<file path="config.mk">
export PLATFORM = sky130hd
export DESIGN_NAME = led_rate_mon
export DESIGN_NICKNAME = d
export VERILOG_FILES = /design/src/rtl/led_rate_mon.sv
export SDC_FILE = /design/constraint.sdc
export NUM_CORES = 1
export LEC_CHECK = 0
export CAP_MARGIN = 20
export CORE_AREA = 3 3 98 124
export CTS_BUF_LIST = sky130_fd_sc_hd__clkbuf_4
export CTS_CLUSTER_DIAMETER = 30
export CTS_CLUSTER_SIZE = 12
export DETAILED_ROUTE_END_ITERATION = 10
export DIE_AREA = 0 0 101 127
export DONT_BUFFER_PORTS = 1
export GPL_ROUTABILITY_DRIVEN = 0
export PLACE_DENSITY = 0.8
export SLEW_MARGIN = 5
export SYNTH_ARGS = -nofsm -noshare
export SYNTH_HDL_FRONTEND = slang
export SYNTH_SLANG_ARGS = --single-unit
</file>
<file path="constraint.sdc">
create_clock -name clk100 -period 6.9 [get_ports clk100]
set_input_delay 1.38 -clock clk100 [delete_from_list [all_inputs] [get_ports clk100]]
set_output_delay 1.38 -clock clk100 [all_outputs]
set_load 0.02 [all_outputs]
</file>
<file path="src/rtl/led_rate_mon.sv">
// Measures the half-period of a blinking LED and reports CNT_1S / half-period as a blink divider.
// Results appear 29 cycles after each measuring edge; no flow control, and a stuck LED is flagged after TIMEOUT idle cycles.
module led_rate_mon #(
  parameter int CNT_1S  = 100000000,
  parameter int TIMEOUT = 200000000,
  parameter int DIV_MAX = 20
) (
  input  logic        clk100,
  input  logic        rst_n,
  input  logic        led_i,
  output logic [27:0] period_o,
  output logic [4:0]  div_o,
  output logic        valid_o,
  output logic        range_o,
  output logic        stuck_o,
  output logic        led_lvl_o
);

  localparam logic [27:0] CNT_C  = 28'(CNT_1S);
  localparam logic [27:0] TO_C   = 28'(TIMEOUT);
  localparam logic [27:0] DMAX_C = 28'(DIV_MAX);

  typedef enum logic [1:0] {SYNC, MEASURE, DIVIDE} state_t;

  state_t      state_q, state_d;
  logic        sync1_q, sync2_q, prev_q;
  logic [27:0] cnt_q, cnt_d;
  logic [27:0] period_q, period_d;
  logic [4:0]  div_q, div_d;
  logic        valid_q, valid_d;
  logic        range_q, range_d;
  logic        stuck_q, stuck_d;
  logic [27:0] rem_q, rem_d;
  logic [27:0] quo_q, quo_d;
  logic [4:0]  step_q, step_d;
  logic        zero_q, zero_d;

  logic        edge_pulse;
  logic        cnt_sat;
  logic [28:0] rem_shift;
  logic [28:0] diff;
  logic        ge;
  logic [27:0] quo_next;
  logic [27:0] rem_next;

  assign edge_pulse = sync2_q ^ prev_q;
  assign cnt_sat    = (cnt_q == TO_C);

  // One restoring-division step: the dividend bits are shifted out of quo_q as quotient bits shift in.
  assign rem_shift = {rem_q, quo_q[27]};
  assign diff      = rem_shift - {1'b0, period_q};
  assign ge        = ~diff[28];
  assign quo_next  = {quo_q[26:0], ge};
  assign rem_next  = ge ? diff[27:0] : rem_shift[27:0];

  always_comb begin
    state_d  = state_q;
    period_d = period_q;
    div_d    = div_q;
    valid_d  = 1'b0;
    range_d  = range_q;
    stuck_d  = stuck_q;
    rem_d    = rem_q;
    quo_d    = quo_q;
    step_d   = step_q;
    zero_d   = zero_q;
    cnt_d    = edge_pulse ? 28'd0 : (cnt_sat ? cnt_q : cnt_q + 28'd1);

    case (state_q)
      SYNC: begin
        if (edge_pulse) begin
          state_d = MEASURE;
          stuck_d = 1'b0;
        end else if (cnt_sat) begin
          stuck_d = 1'b1;
        end
      end
      MEASURE: begin
        if (edge_pulse) begin
          period_d = cnt_q;
          state_d  = DIVIDE;
          rem_d    = 28'd0;
          quo_d    = CNT_C;
          step_d   = 5'd0;
          zero_d   = (cnt_q == 28'd0);
        end else if (cnt_sat) begin
          stuck_d = 1'b1;
          state_d = SYNC;
        end
      end
      DIVIDE: begin
        // Edges and timeouts are deliberately ignored here; cnt keeps tracking on its own.
        rem_d  = rem_next;
        quo_d  = quo_next;
        step_d = step_q + 5'd1;
        if (step_q == 5'd27) begin
          state_d = MEASURE;
          valid_d = 1'b1;
          if (zero_q) begin
            div_d   = 5'd31;
            range_d = 1'b1;
          end else begin
            div_d   = (|quo_next[27:5]) ? 5'd31 : quo_next[4:0];
            range_d = (quo_next == 28'd0) || (quo_next > DMAX_C);
          end
        end
      end
      default: state_d = SYNC;
    endcase
  end

  always_ff @(posedge clk100 or negedge rst_n) begin
    if (!rst_n) begin
      sync1_q  <= 1'b0;
      sync2_q  <= 1'b0;
      prev_q   <= 1'b0;
      cnt_q    <= 28'd0;
      state_q  <= SYNC;
      period_q <= 28'd0;
      div_q    <= 5'd0;
      valid_q  <= 1'b0;
      range_q  <= 1'b0;
      stuck_q  <= 1'b0;
      rem_q    <= 28'd0;
      quo_q    <= 28'd0;
      step_q   <= 5'd0;
      zero_q   <= 1'b0;
    end else begin
      sync1_q  <= led_i;
      sync2_q  <= sync1_q;
      prev_q   <= sync2_q;
      cnt_q    <= cnt_d;
      state_q  <= state_d;
      period_q <= period_d;
      div_q    <= div_d;
      valid_q  <= valid_d;
      range_q  <= range_d;
      stuck_q  <= stuck_d;
      rem_q    <= rem_d;
      quo_q    <= quo_d;
      step_q   <= step_d;
      zero_q   <= zero_d;
    end
  end

  assign period_o  = period_q;
  assign div_o     = div_q;
  assign valid_o   = valid_q;
  assign range_o   = range_q;
  assign stuck_o   = stuck_q;
  assign led_lvl_o = sync2_q;

endmodule
</file>
Word-level counts from Yosys, hierarchy flattened
Cells that the tools add are included.
{ "totals": {"ff_bits": 131, "output_inout_bits": 37} }
{ "classes": {"addsub": 3, "magnitude_cmp": 1, "n_eq_ne": 10, "n_mux": 23, "bitwise": 2, "reduce_logical": 12} }
{ "op_table": {"columns": ["op", "count"], "rows": [
  ["$mux 28", 5],
  ["$pmux 28 s2", 2],
  ["$logic_not 28->1", 2],
  ["$sub 29x28->29", 1],
  ["$add 28x1->28 const B", 1],
  ["$eq 28x28->1 const B", 1],
  ["$gt 28x5->1 const B", 1],
  ["$reduce_or 23->1", 1],
  ["$mux 5", 3],
  ["$ne 2x2->1 const B", 5],
  ["$pmux 5 s2", 1],
  ["$mux 2", 4],
  ["$reduce_and 2->1", 4],
  ["$mux 1", 6],
  ["$pmux 2 s3", 1],
  ["$add 5x1->5 const B", 1],
  ["$eq 5x5->1 const B", 1],
  ["$reduce_bool 2->1", 2],
  ["$ne 3x3->1 const B", 1],
  ["$reduce_and 3->1", 1],
  ["$eq 2x1->1 const B", 1],
  ["$eq 2x2->1 const B", 1],
  ["$logic_not 2->1", 1],
  ["$pmux 1 s2", 1],
  ["3 further kinds", 3]
]} }

Depth between registers and ports, before layout
{ "depth": {"depth_word": 5, "depth_mapped": 13} }

Worst setup path before layout
Ideal clock, no wire load.
{ "synth_timing": {"path_kind": "register to register", "startpoint": "register period_q[0] (netlist: period_o[0])", "endpoint": "register range_q (netlist: range_o)", "setup_time_ns": 0.126, "arrival_ns": 3.097, "required_time_ns": 6.774, "path_slack_ns": 3.677, "path_stages_with_launch": 12, "n_path_buf": 0, "synth_period_minus_slack_ns": 3.223, "path_cell_list": "dfrtp_1 -> ha_1 -> fa_1 -> and2b_1 -> o2111ai_1 -> a211o_1 -> o21ba_4 -> o311ai_4 -> a21oi_4 -> xnor2_4 -> o31a_2 -> o32a_1"} }
{ "synth_between": {"elab_chain_len": 5} }
{ "synth_lines": {"columns": ["element", "line_no", "text"], "rows": [
  ["from (decl)", "28", "logic [27:0] period_q, period_d;"],
  ["from (signal assigned)", "134", "period_q <= period_d;"],
  ["$sub 29x28->29 *", "51", "assign diff = rem_shift - {1'b0, period_q};"],
  ["$not 1->1 *", "52", "assign ge = ~diff[28];"],
  ["$gt 28x5->1 or $logic_not 28->1 (tied branches)", "104", "range_d = (quo_next == 28'd0) || (quo_next > DMAX_C);"],
  ["$logic_or 1x1->1 *", "104", null],
  ["$mux 1 *", "99", "if (zero_q) begin"],
  ["to (signal assigned)", "137", "range_q <= range_d;"],
  ["to (decl)", "31", "logic range_q, range_d;"]
]} }
Every way passes the cells marked *; elsewhere a longest branch is shown, timed or not.
A chain may end at the register's enable or synchronous reset.

Worst setup path in the final report
{ "layout_timing": {"startpoint": "register period_q[0] (netlist: period_o[0])", "endpoint": "register rem_q[0]"} }
{ "layout_between": {"elab_chain_len": 3} }
{ "layout_lines": {"columns": ["element", "line_no", "text"], "rows": [
  ["$sub 29x28->29", "51", null],
  ["$mux 28", "54", "assign rem_next = ge ? diff[27:0] : rem_shift[27:0];"],
  ["$pmux 28 s2", "69", "case (state_q)"],
  ["to (signal assigned)", "139", "rem_q <= rem_d;"],
  ["to (decl)", "33", "logic [27:0] rem_q, rem_d;"]
]} }
No other way between the ends.

==> flow_metrics.env <==
export IMPL_drive_gt1_frac=0.0668
export IMPL_post_cts_resized=0
export IMPL_hp_class="flip-flop to flip-flop"
export IMPL_rsz0062_at_grt="no"
export IMPL_ant_nets=0
export IMPL_post_route_period_util=0.555
export IMPL_p_comb_frac=0.516
export IMPL_cp_arrival_ns=4.29
export IMPL_finalWirelength_mm=15.6
export IMPL_setup_tns_final_ns=0
export IMPL_cts_buffers=17
export IMPL_syn_num_nets=814
export IMPL_num_rows=43
export IMPL_top_level_ports=40
export IMPL_power_internal_uw=1880
export IMPL_worstReg2RegStart="period_o[0]"
export IMPL_crit_type="flip-flop to flip-flop"
export IMPL_p_sw_uw=1410
export IMPL_period_minus_slack_ns=3.83
export IMPL_p_per_area_nw_per_um2=441
export IMPL_peakVddDrop_mv=0.300
export IMPL_setup_violations=0
export IMPL_remaining_drc_errors=0
export IMPL_clock_fmax_ghz=0.261
export IMPL_critical_path_buf_inv_count=1
export IMPL_grtUsageTotal=0.255
export IMPL_cp_start_kind="flip-flop"
export IMPL_maxCapViolCount=0
export IMPL_skew_ns=0.0148
export IMPL_die_width_um=101
export IMPL_tightest_slew_ns=0.912
export IMPL_drtIter0Drc=375
export IMPL_synth_async_sr_flop_share=1.00
export IMPL_cpPeakStageDelay_ns=0.50
export IMPL_cts_buffer_depth=2
export IMPL_netlist_area_um2=7170
export IMPL_grt_max_degree=132
export IMPL_wl_per_cell_um=17.0
export IMPL_min_from="sync1_q"
export IMPL_clkPwrFrac=0.156
export IMPL_report_power_total_uw=3290
export IMPL_cts_tree="yes"
export IMPL_start_util=0.647
export IMPL_via_per_inst=6.14
export IMPL_synth_warnings=0
export IMPL_postSynthAreaPerCell_um2=9.20
export IMPL_numClockSinks=131
export IMPL_ys_ff_latch=131
export IMPL_final_cell_mix="131 x dfrtp_1, 122 x nand2_1, 67 x o21ai_0"
export IMPL_grt_pass1_vias=5607
export IMPL_cpMaxStageDelayCell="dfrtp_1"
export IMPL_die_h_um=127
export IMPL_yosysSeqAreaShare=0.457
export IMPL_cpLargestDelayFamily="compound AO/OA/AOI/OAI gates"
export IMPL_worstPathCellList="ha_1 > fa_1 > and2b_1 > o2111ai_1 > a211o_1 > o21ba_4 > o311ai_4 > a21oi_4 > xnor2_4 > buf_4 > mux2_2 > o21ai_0"
export IMPL_seqPwrFrac=0.328
export IMPL_clk_latency_ns=0.54
export IMPL_final_nets=800
export IMPL_fp_coreArea_um2=11100
export IMPL_ys_flop_type="dfrtp_1"
export IMPL_place_ws_ns=3.13
export IMPL_cts_setup_buffers=0
export IMPL_ctsHtreeMaxLevel=4
export IMPL_port_buffer_count=0
export IMPL_path_clk_slew_ns=0.12
export IMPL_crit_path_start="period_o[0]"
export IMPL_cp_data_required_time_ns=7.36
export IMPL_final_setup_worst_slack_ns=3.07
export IMPL_worstPathMaxFanout=34
export IMPL_cts_root_buffer="clkbuf_4"
export IMPL_grt_pass1_wl_mm=26.2
export IMPL_synth_cell_type_count=64
export IMPL_power_leakage_uw=0.00343
export IMPL_ctsHoldBuffers=0
export IMPL_hold_viol_final=0
export IMPL_slew_viol_final=0
export IMPL_layout_commonest_cell="dfrtp_1"
export IMPL_area_growth_syn_to_layout_pct=4.28
export IMPL_synth_edf_count=0
export IMPL_die_area_um2=12800
export IMPL_first_pass_iters=5
export IMPL_slew_headroom=0.389
export IMPL_syn_inst=779
export IMPL_antenna_found_initial=1
export IMPL_status="finished clean"
export IMPL_vias=5609
export IMPL_overflow=0
export IMPL_end_kind="flip-flop"
export IMPL_p_sw_frac=0.430
export IMPL_dp_hpwl_mm=10.7
==> worst paths after layout <==
| check | to | slack, ns | cells past startpoint |
|---|---|---|---|
| max in group asynchronous | rem_q[12] | 6.08 | 0 |
| setup / recovery | rem_q[0] | 3.07 | 12 |
| min in group asynchronous | rem_q[7] | 0.52 | 0 |
| setup reg to reg | rem_q[0] | 3.07 | 12 |
| hold / removal | led_lvl_o | 0.36 | 0 |
| hold reg to reg | led_lvl_o | 0.36 | 0 |
==> power by group through the flow <==
stage | clock network, uW | registers (uW) | logic (uW)
after floorplan | 0 | 1050 | 1460
after global placement | 0 | 1080 | 1610
after detailed placement | 0 | 1090 | 1670
after CTS | 527 | 1080 | 1680
after global routing | 553 | 1100 | 1880
final | 514 | 1080 | 1700
==> flip-flops by register name, summed over array words and instances, names as in the netlist <==
| register | count |
|---|---|
| cnt_q | 28 |
| period_o | 28 |
| quo_q | 28 |
| rem_q | 28 |
| div_o | 5 |
| step_q | 5 |
| state_q | 2 |
| led_lvl_o | 1 |
| prev_q | 1 |
| range_o | 1 |
| stuck_o | 1 |
| sync1_q | 1 |
| valid_o | 1 |
| zero_q | 1 |
==> Yosys cell counts, types with 5 or more instances <==
master | count | share of area
dfrtp_1 | 131 | 0.46
nand2_1 | 122 | 0.064
o21ai_0 | 67 | 0.047
nand3_1 | 59 | 0.041
nor2_1 | 47 | 0.025
inv_1 | 42 | 0.022
ha_1 | 31 | 0.054
xnor2_1 | 27 | 0.033
a21oi_1 | 26 | 0.018
clkbuf_1 | 25 | 0.013
xor2_1 | 25 | 0.031
mux2i_1 | 23 | 0.032
o21ai_1 | 22 | 0.015
nand4_1 | 12 | 0.010
nor4_1 | 12 | 0.010
a21o_1 | 10 | 0.010
and3_1 | 9 | 0.0079
nor3_1 | 7 | 0.0049
o21a_1 | 6 | 0.0063
o22a_1 | 5 | 0.0061
or3_1 | 5 | 0.0044
==> logic make-up after synthesis <==
family	Yosys count	share of synthesized area
AND/OR/NAND/NOR	292	0.188
AO/OA/AOI/OAI	165	0.142
flip-flops	131	0.457
buffers and inverters	81	0.0524
XOR/XNOR	53	0.0674
adder cells (fa/ha/maj)	32	0.0569
multiplexers	25	0.0353
==> stage by stage <==
stage | utilization | cell area [um2] | cells | hold WS [ns]
2_1_floorplan | - | 7170 | 779 | 0.331
3_3_place_gp | 0.647 | 7170 | 880 | 0.335
3_5_place_dp | 0.647 | 7170 | 880 | 0.340
4_1_cts | 0.672 | 7450 | 912 | 0.368
5_1_grt | 0.674 | 7470 | 914 | 0.382
6_report | 0.674 | 7470 | 914 | 0.363
==> layout make-up <==
type / count / area, um2
Antenna cell: 1 / 2.50
Clock buffer: 17 / 128
Clock inverter: 15 / 156
Fill cell: 871 / 3610
Inverter: 42 / 158
Multi-Input combinational cell: 567 / 3520
Sequential cell: 131 / 3280
Tap cell: 135 / 169
Timing Repair Buffer: 6 / 57.6
==> metal layers <==
| metal | up-vias | track usage | share of wire |
|---|---|---|---|
| met4 | 0 | 0.121 | 0.035 |
| li1 | 2685 | - | - |
| met3 | 48 | 0.0584 | 0.043 |
| met2 | 164 | 0.416 | 0.50 |
| met5 | - | 0 | 0 |
| met1 | 2712 | 0.320 | 0.42 |
==> worst reg2reg max path, cell delays in order (launching register included) <==
cell,delay (ns)
dfrtp_1,0.50
ha_1,0.28
fa_1,0.42
and2b_1,0.25
o2111ai_1,0.14
a211o_1,0.32
o21ba_4,0.24
o311ai_4,0.35
a21oi_4,0.12
xnor2_4,0.13
buf_4,0.47
mux2_2,0.42
o21ai_0,0.14
(Power assumes the default switching activity.)
